**src/rtl/spi_arb_pkg.sv**
```systemverilog
// spi_arb_pkg: spi register map and arbiter state encoding shared
// by the arbiter and its selector.
package spi_arb_pkg;

    localparam logic [4:0] SPI_DR   = 5'h00;
    localparam logic [4:0] SPI_CS_V = 5'h04;

    typedef enum logic [2:0] {
        IDLE,
        CS_WR,
        DR_WR,
        WAIT,
        DR_RD,
        CS_CLR
    } spi_arb_state_e;

    // A zero wait request still waits one cycle.
    function automatic logic [15:0] wait_len(input logic [15:0] c);
        return (c == 16'd0) ? 16'd1 : c;
    endfunction

endpackage

```
**src/rtl/spi_arb_sel.sv**
```systemverilog
// spi_arb_sel: one-hot winner from a request vector.
// SPI_ARB_RR_EN: round-robin from i_ptr; otherwise lowest index wins.
module spi_arb_sel #(
    parameter int n_req = 2,
    parameter int ptr_w = (n_req > 1) ? $clog2(n_req) : 1
) (
    input  logic [n_req-1:0] i_req,
    input  logic [ptr_w-1:0] i_ptr,
    output logic [n_req-1:0] o_gnt
);

`ifdef SPI_ARB_RR_EN
    // Scan offsets far-to-near so the one nearest i_ptr wins.
    always_comb begin
        o_gnt = '0;
        for (int k = n_req - 1; k >= 0; k--) begin
            for (int j = 0; j < n_req; j++) begin
                if (j == (int'(i_ptr) + k) % n_req && i_req[j]) begin
                    o_gnt    = '0;
                    o_gnt[j] = 1'b1;
                end
            end
        end
    end
`else
    logic w_unused_ptr;
    assign w_unused_ptr = ^i_ptr;

    // Scan high-to-low so the lowest requesting index wins.
    always_comb begin
        o_gnt = '0;
        for (int j = n_req - 1; j >= 0; j--) begin
            if (i_req[j]) begin
                o_gnt    = '0;
                o_gnt[j] = 1'b1;
            end
        end
    end
`endif

endmodule

```
**src/rtl/spi_arb.sv**
```systemverilog
// spi_arb: shares one spi register port between n_req requesters.
// Define SPI_ARB_RR_EN for round-robin arbitration (default: fixed priority).
module spi_arb
    import spi_arb_pkg::*;
#(
    parameter int              n_req   = 2,
    parameter int              cs_w    = 8,
    parameter logic [cs_w-1:0] cs_idle = '1
) (
    input  logic                    clk,
    input  logic                    rstn,
    input  logic [n_req-1:0]        req,
    input  logic [n_req*cs_w-1:0]   cs_v_in,
    input  logic [n_req*8-1:0]      tx_data,
    input  logic [n_req-1:0]        tx_last,
    output logic [n_req-1:0]        tx_ack,
    output logic [n_req-1:0]        gnt,
    output logic [7:0]              rx_data,
    output logic [n_req-1:0]        rx_vld,
    output logic                    busy,
    input  logic [15:0]             xfer_cyc,
    output logic [4:0]              addr,
    output logic                    re,
    output logic                    we,
    output logic [31:0]             wd,
    input  logic [31:0]             rd
);

    localparam int PW = (n_req > 1) ? $clog2(n_req) : 1;

    spi_arb_state_e    r_st;
    spi_arb_state_e    w_nst;
    logic [n_req-1:0]  r_gnt;
    logic [n_req-1:0]  r_vld;
    logic [n_req-1:0]  w_win;
    logic [7:0]        r_rx;
    logic [15:0]       r_cnt;
    logic              r_last;
    logic [PW-1:0]     w_ptr;
    logic [cs_w-1:0]   w_cs;
    logic [7:0]        w_tx;
    logic              w_last_in;
    logic              w_unused_rd;

    assign w_unused_rd = ^rd[31:8];

    spi_arb_sel #(
        .n_req (n_req),
        .ptr_w (PW)
    ) u_sel (
        .i_req (req),
        .i_ptr (w_ptr),
        .o_gnt (w_win)
    );

`ifdef SPI_ARB_RR_EN
    logic [PW-1:0] r_ptr;
    logic [PW-1:0] w_nxt;

    // Next search start: one past the requester being released.
    always_comb begin
        w_nxt = '0;
        for (int j = 0; j < n_req; j++) begin
            if (r_gnt[j]) w_nxt = PW'((j + 1) % n_req);
        end
    end

    // Search start advances only when the bus is released.
    always_ff @(posedge clk) begin
        if (!rstn) r_ptr <= '0;
        else if (r_st == CS_CLR) r_ptr <= w_nxt;
    end

    assign w_ptr = r_ptr;
`else
    assign w_ptr = '0;
`endif

    // Pick the granted requester's chip-select, byte and last flag.
    always_comb begin
        w_cs      = '0;
        w_tx      = '0;
        w_last_in = 1'b0;
        for (int j = 0; j < n_req; j++) begin
            if (r_gnt[j]) begin
                w_cs      = cs_v_in[j*cs_w +: cs_w];
                w_tx      = tx_data[j*8 +: 8];
                w_last_in = tx_last[j];
            end
        end
    end

    // Next state and register-bus strobes; bus idles at zero.
    always_comb begin
        w_nst  = r_st;
        re     = 1'b0;
        we     = 1'b0;
        addr   = '0;
        wd     = '0;
        tx_ack = '0;
        unique case (r_st)
            IDLE: begin
                if (|req) w_nst = CS_WR;
            end
            CS_WR: begin
                we             = 1'b1;
                addr           = SPI_CS_V;
                wd[cs_w-1:0]   = w_cs;
                w_nst          = DR_WR;
            end
            DR_WR: begin
                we      = 1'b1;
                addr    = SPI_DR;
                wd[7:0] = w_tx;
                tx_ack  = r_gnt;
                w_nst   = WAIT;
            end
            WAIT: begin
                if (r_cnt <= 16'd1) w_nst = DR_RD;
            end
            DR_RD: begin
                re    = 1'b1;
                addr  = SPI_DR;
                w_nst = r_last ? CS_CLR : DR_WR;
            end
            CS_CLR: begin
                we           = 1'b1;
                addr         = SPI_CS_V;
                wd[cs_w-1:0] = cs_idle;
                w_nst        = IDLE;
            end
            default: w_nst = IDLE;
        endcase
    end

    // State, grant, wait counter and receive capture.
    always_ff @(posedge clk) begin
        if (!rstn) begin
            r_st   <= IDLE;
            r_gnt  <= '0;
            r_vld  <= '0;
            r_rx   <= '0;
            r_cnt  <= '0;
            r_last <= 1'b0;
        end else begin
            r_st  <= w_nst;
            r_vld <= '0;
            if (r_st == IDLE && |req) r_gnt <= w_win;
            if (r_st == CS_CLR) r_gnt <= '0;
            if (r_st == DR_WR) begin
                r_cnt  <= wait_len(xfer_cyc);
                r_last <= w_last_in;
            end else if (r_st == WAIT && r_cnt != 16'd0) begin
                r_cnt <= r_cnt - 16'd1;
            end
            if (r_st == DR_RD) begin
                r_rx  <= rd[7:0];
                r_vld <= r_gnt;
            end
        end
    end

    assign gnt     = r_gnt;
    assign rx_vld  = r_vld;
    assign rx_data = r_rx;
    assign busy    = (r_st != IDLE);

endmodule
```
**config.mk**
```make
export PLATFORM = sky130hd
export DESIGN_NAME = spi_arb
export DESIGN_NICKNAME = d
export VERILOG_FILES = /design/src/rtl/spi_arb_pkg.sv /design/src/rtl/spi_arb_sel.sv /design/src/rtl/spi_arb.sv
export SDC_FILE = /design/constraint.sdc
export NUM_CORES = 1
export LEC_CHECK = 0
export BUFFER_PORTS_ARGS = -buffer_cell sky130_fd_sc_hd__buf_2
export CORE_MARGIN = 1
export CORE_UTILIZATION = 39
export DETAILED_ROUTE_END_ITERATION = 6
export PLACE_DENSITY = 0.76
export SETUP_SLACK_MARGIN = 0.3
export SLEW_MARGIN = 20
export SYNTH_ARGS = -nofsm -noshare
export SYNTH_HDL_FRONTEND = slang
export SYNTH_SLANG_ARGS = --single-unit
export TNS_END_PERCENT = 50
```
**constraint.sdc**
```tcl
create_clock -name clk -period 1.8 [get_ports clk]
set_input_delay 0.18 -clock clk [delete_from_list [all_inputs] [get_ports clk]]
set_output_delay 0.18 -clock clk [all_outputs]
set_load 0.005 [all_outputs]
```
== After elaboration in Yosys (flattened, before gate mapping) ==
Cells that the tools add are included.

* Flip-flop bits (word level): 32
* Output and inout port bits: 54
* Input port bits: 86
* Word-level logic and storage cells: 49

* Add/sub/neg operators: 1
* Magnitude comparators: 1
* Bitwise operators: 1
* Muxes and demuxes: 20
* Eq/ne operators: 7
* Reductions and logical operators: 13

{| class="wikitable"
|+ Operator list
! kind !! number
|-
| $mux 16 || 3
|-
| $mux 8 || 4
|-
| $pmux 8 s3 || 1
|-
| $le 16x1->1 const B || 1
|-
| $logic_not 16->1 || 1
|-
| $reduce_bool 16->1 || 1
|-
| $sub 16x1->16 const B || 1
|-
| $pmux 3 s5 || 1
|-
| $mux 3 || 4
|-
| $eq 3x2->1 const B || 2
|-
| $eq 3x3->1 const B || 2
|-
| $mux 2 || 3
|-
| $reduce_or 2->1 || 3
|-
| $mux 1 || 4
|-
| $reduce_and 2->1 || 2
|-
| $eq 3x1->1 const B || 1
|-
| $logic_not 3->1 || 1
|-
| $reduce_bool 3->1 || 1
|-
| $reduce_or 3->1 || 1
|-
| $logic_and 1x1->1 || 2
|-
| $ne 2x1->1 const B || 1
|-
| $ne 2x2->1 const B || 1
|-
| $reduce_bool 2->1 || 1
|-
| $not 1->1 || 1
|}

== Longest topological paths before layout ==
* Word-level depth: 4
* Mapped depth: 7
* Depth with buffers taken out: 6

== By module ==
Synthesis repeated with hierarchy kept, for this count alone.

* Cells, all modules: 280
* Area, all modules: 2179.6 um^2

{| class="wikitable"
|+ By module, submodules not included
! module !! seq. area each (um^2) !! instances !! area each (um^2) !! cells each
|-
| spi_arb || 640.6 || 1 || 2158.3 || 278
|-
| spi_arb_sel || 0.0 || 1 || 21.3 || 2
|}

== Least setup slack after synthesis ==
Ideal clock, no wire load.

* Kind: reg2out
* From: register r_st[1]
* To: output port wd[0]
* Slack: -0.026 ns
* Arrival time: 1.646 ns
* Buffers on the path: 4
* Data required time: 1.620 ns
* Cell stages (with the launch flop): 7
* Path through: dfxtp_1 clkbuf_1 or3b_2 clkbuf_1 clkbuf_1 clkbuf_1 o22ai_1

* Cells in the longest elaborated chain, start to end: 2
* Elaborated cells between the ends (all ways): 4
* Those cells by class: eq/ne (3); mux (1)

{| class="wikitable"
|+ RTL lines
! item !! line !! source
|-
| from (decl) || spi_arb.sv:31 || <nowiki>spi_arb_state_e r_st;</nowiki>
|-
| from (signal assigned) || spi_arb.sv:146 || <nowiki>r_st <= w_nst;</nowiki>
|-
| $eq 3x3->1, or another cell as far along || spi_arb.sv:101 || <nowiki>unique case (r_st)</nowiki>
|-
| $pmux 8 s3 (*) || spi_arb.sv:101 ||
|-
| to (decl) || spi_arb.sv:25 || <nowiki>output logic [31:0] wd,</nowiki>
|}

Every way passes the cells marked *; elsewhere a longest branch is shown, timed or not.

== Final worst setup path ==
* From: register r_cnt[0]
* To: register r_cnt[11]

* Cells in the longest elaborated chain, start to end: 3
* Elaborated cells between the ends (all ways): 6
* Those cells by class: add/sub (1); mux (2); reduce/logical (3)

{| class="wikitable"
|+ RTL lines
! item !! line !! source
|-
| from (decl) || spi_arb.sv:37 || <nowiki>logic [15:0] r_cnt;</nowiki>
|-
| from (signal assigned) || spi_arb.sv:151 || <nowiki>r_cnt <= wait_len(xfer_cyc);</nowiki>
|-
| from (signal assigned) || spi_arb.sv:154 || <nowiki>r_cnt <= r_cnt - 16'd1;</nowiki>
|-
| $sub 16x1->16 / $reduce_bool 16->1 (equally long branches) || spi_arb.sv:154, spi_arb.sv:153 ||
|-
| $mux 16 / $logic_and 1x1->1 (equally long branches) || spi_arb.sv:153 || <nowiki>end else if (r_st == WAIT && r_cnt != 16'd0) begin</nowiki>
|-
| $mux 16 / $reduce_bool 2->1 (equally long branches) || - ||
|}

Parallel ways exist; a longest one is shown, timed or not. The select of a mux whose other input is x is not followed.
A chain may end at the register's enable or synchronous reset.

==> summary.md <==
| Metric | Value |
|---|---|
| Synthesis-stage register bit count | 32 |
| Skew-Pair Late Insertion Delay | 280 ps |
| Placed instance count | 441 |
| N_diodes | 0 |
| Final nets | 487 |
| Async set-reset flop share out of synthesis | 0% |
| Routed Antenna Nets | 0 |
| Grt ovf | 0 |
| Number of global-route vias before repair | 2471 |
| Root buf cell | clkbuf_8 |
| Worst R2R Start | r_cnt[0] |
| Worst reg2reg path depth | 7 |
| Row Count | 26 |
| Vias per inst | 5.58 |
| CTS max path bufs | 2 |
| RSZ-0062 raised after global routing | yes |
| First-pass GRT wire length | 11100 um |
| Core area | 5270 um^2 |
| Crit Path Max Fanout | 3 |
| Maximum vdd drop | 508 uV |
| Buffers on Ports | 87 |
| Status | complete, no violations |
| DPL Wire Length | 4520 um |
| HP Class | in2reg |
| Die height | 77.0 um |
| Crit path launch | r_cnt[0] |
| Startpoint Class | register |
| Leak pwr | 1.45 nW |
| Post-place setup slack | 83.8 ps |
| DR WL/cell | 15.6 um |
| Final hold vios | 0 |
| Initial antenna violation count | 0 |
| Worst R2R Setup Slack | 80 ps |
| Crit path kind | reg2reg |
| Worst Hold Path Cells | 3 |
| Mapped Cells | 283 |
| Leading post-synthesis cells by cell area | dfxtp_1, buf_4, nand2_1, a21oi_1, a221oi_1 |
| Total track usage | 23.1% |
| EDFF count, synth | 0 |
| Tmin final | 1720 ps |
| Fin crit share | 95.5% |
| DRC viols | 0 |
| Power density cells | 936 nW/um^2 |
| Total wire length | 7320 um |
| Critical path endpoint category | register |
| Post-synthesis sequential area ratio | 29.2% |
| Synth top area share | 29.2% |
| Hold path start | rd[3] |
| Vias post-DR | 2616 |
| Die Wd | 77.0 um |
| Slew Viols, Final | 0 |
| Clk pin slew, worst setup/hold paths | 70 ps |
| Syn Std Cell Area | 2190 um^2 |
| Commonest cells post-synth | nand2_1, dfxtp_1, buf_4, clkbuf_1, a21oi_1 |
| Syn_area_per_cell | 7.75 um^2 |
| Htree depth | 2 |
| DIE AREA | 5930 um^2 |
| Largest net degree at the start of global routing | 17 |
| Reg-to-Reg End | r_cnt[11] |
| Initial core utilization | 41.6% |
| Fmax | 582 MHz |
| Tot Pwr | 0.00315 W |
| First-pass DRT Iterations | 5 |
| Share of cells above drive strength 1 | 49.4% |
| Fin Setup TNS | 0 ps |
| Ys flop type | dfxtp_1 |
| Hold buffer count at CTS | 0 |
| Clock sink count | 32 |
| PnR worst setup slack | 81.1 ps |
| # setup viols final | 0 |
| Boundary Pins | 140 |
| CTS tree | built |
| FILL cells | 452 |
| Hold Path Sink | rx_data[3] |
| Leading area contributor after synthesis | dfxtp_1 |
| Gpl congestion | 0.883 |
| Syn. warnings | 0 |
| Yosys cell types | 52 |
| Max-cap violations | 0 |
| Worst Path Required | 1950 ps |
| Worst Skew | 6.37 ps |
| Fin cells | 469 |
| TritonCTS Buffers | 5 |
| Drt initial violations | 192 |
| Worst Path Arrival | 1870 ps |
| Area delta synth->final | 53.3% |
| Most frequent cell after synthesis | nand2_1 |
==> power by group <==
group          total [W]  internal [W]  leakage (nW)  switching, W
Sequential      0.000906      0.000796         0.267      0.000110
Combinational    0.00155      0.000735          1.12      0.000817
Clock           0.000690      0.000411        0.0552      0.000279
==> kinds of logic (layout without fill, tap and decap cells) <==
logic type / count (synthesis) / after routing / synth area share (%)
flip-flops: 32 / 32 / 29.2
other: 1 / 28 / 0.171
AO/OA/AOI/OAI: 87 / 87 / 26.9
XOR/XNOR: 1 / 1 / 0.399
buffers and inverters: 55 / 144 / 14.5
AND/OR/NAND/NOR: 104 / 104 / 27.1
adder cells (fa/ha/maj): 3 / 3 / 1.71
==> sequential cells by signal, indices dropped and copies added, names as in the netlist <==
signal and count:
r_last 1, rx_vld 2, r_st 3, gnt 2, rx_data 8, r_cnt 16
==> routing by layer <==
layer	vias to the layer above	global-route usage (%)	wire length, um
met2	122	39.5	3590
li1	1237	-	-
met4	0	8.68	200
met5	-	0	0
met3	23	5.00	478
met1	1234	28.3	3060
==> layout make-up <==
cell class	count	area (um^2)	share of cell area (%)
well taps	70	87.6	2.60
inverters	7	35.0	1.04
flip-flops and latches	32	664	19.8
clock inverters	2	35.0	1.04
multi-input cells	223	1660	49.5
clock buffers	6	72.6	2.16
repair buffers	129	805	23.9
==> worst max-delay path by stage <==
stage | endpoint | slack (ps) | depth (start not counted)
2_1_floorplan | r_cnt[13] | 90 | 4
3_3_place_gp | r_cnt[5] | 130 | 4
3_5_place_dp | r_cnt[7] | 80 | 4
4_1_cts | r_cnt[11] | 120 | 7
5_1_grt | r_cnt[13] | 2 | 4
6_report | r_cnt[11] | 80 | 7
==> per-stage QoR <==
step                      hold WS, ps  utilization (%)  area (um^2)
after global placement            421             53.5         2820
after global routing              132             63.8         3360
after floorplan                   316                -         2480
after CTS                         121             61.3         3230
final                             131             63.8         3360
after detailed placement          425             53.5         2820
==> worst max-delay path, stage by stage, from the launching register on <==
cell and delay, ps:
dfxtp_4 360, inv_4 70, ha_4 150, or4b_4 480, o211ai_1 210, buf_4 160, nand2b_1 100, a31oi_1 70
==> what timing repair did <==
item	4_1_cts	5_1_grt
setup buffers	15	2
setup endpoints to repair	30	33
pin swaps	11	12
cloned	1	2
gates resized for setup	37	22
==> cells in the final DEF (no fill, tap or decap), types with 5 or more instances in the layout <==
cell / Yosys / routed
buf_2: 0 / 88
buf_4: 28 / 32
nand2_1: 33 / 31
conb_1: 1 / 28
dfxtp_1: 32 / 19
a21oi_1: 17 / 15
nor2_1: 14 / 14
o21ai_0: 11 / 10
dfxtp_2: 0 / 10
a22oi_1: 10 / 7
o31ai_1: 8 / 7
a31oi_1: 7 / 7
buf_6: 1 / 7
nor3_1: 9 / 6
or4_1: 7 / 6
nor4_1: 6 / 5
clkbuf_8: 0 / 5
(Power assumes the default switching activity.)
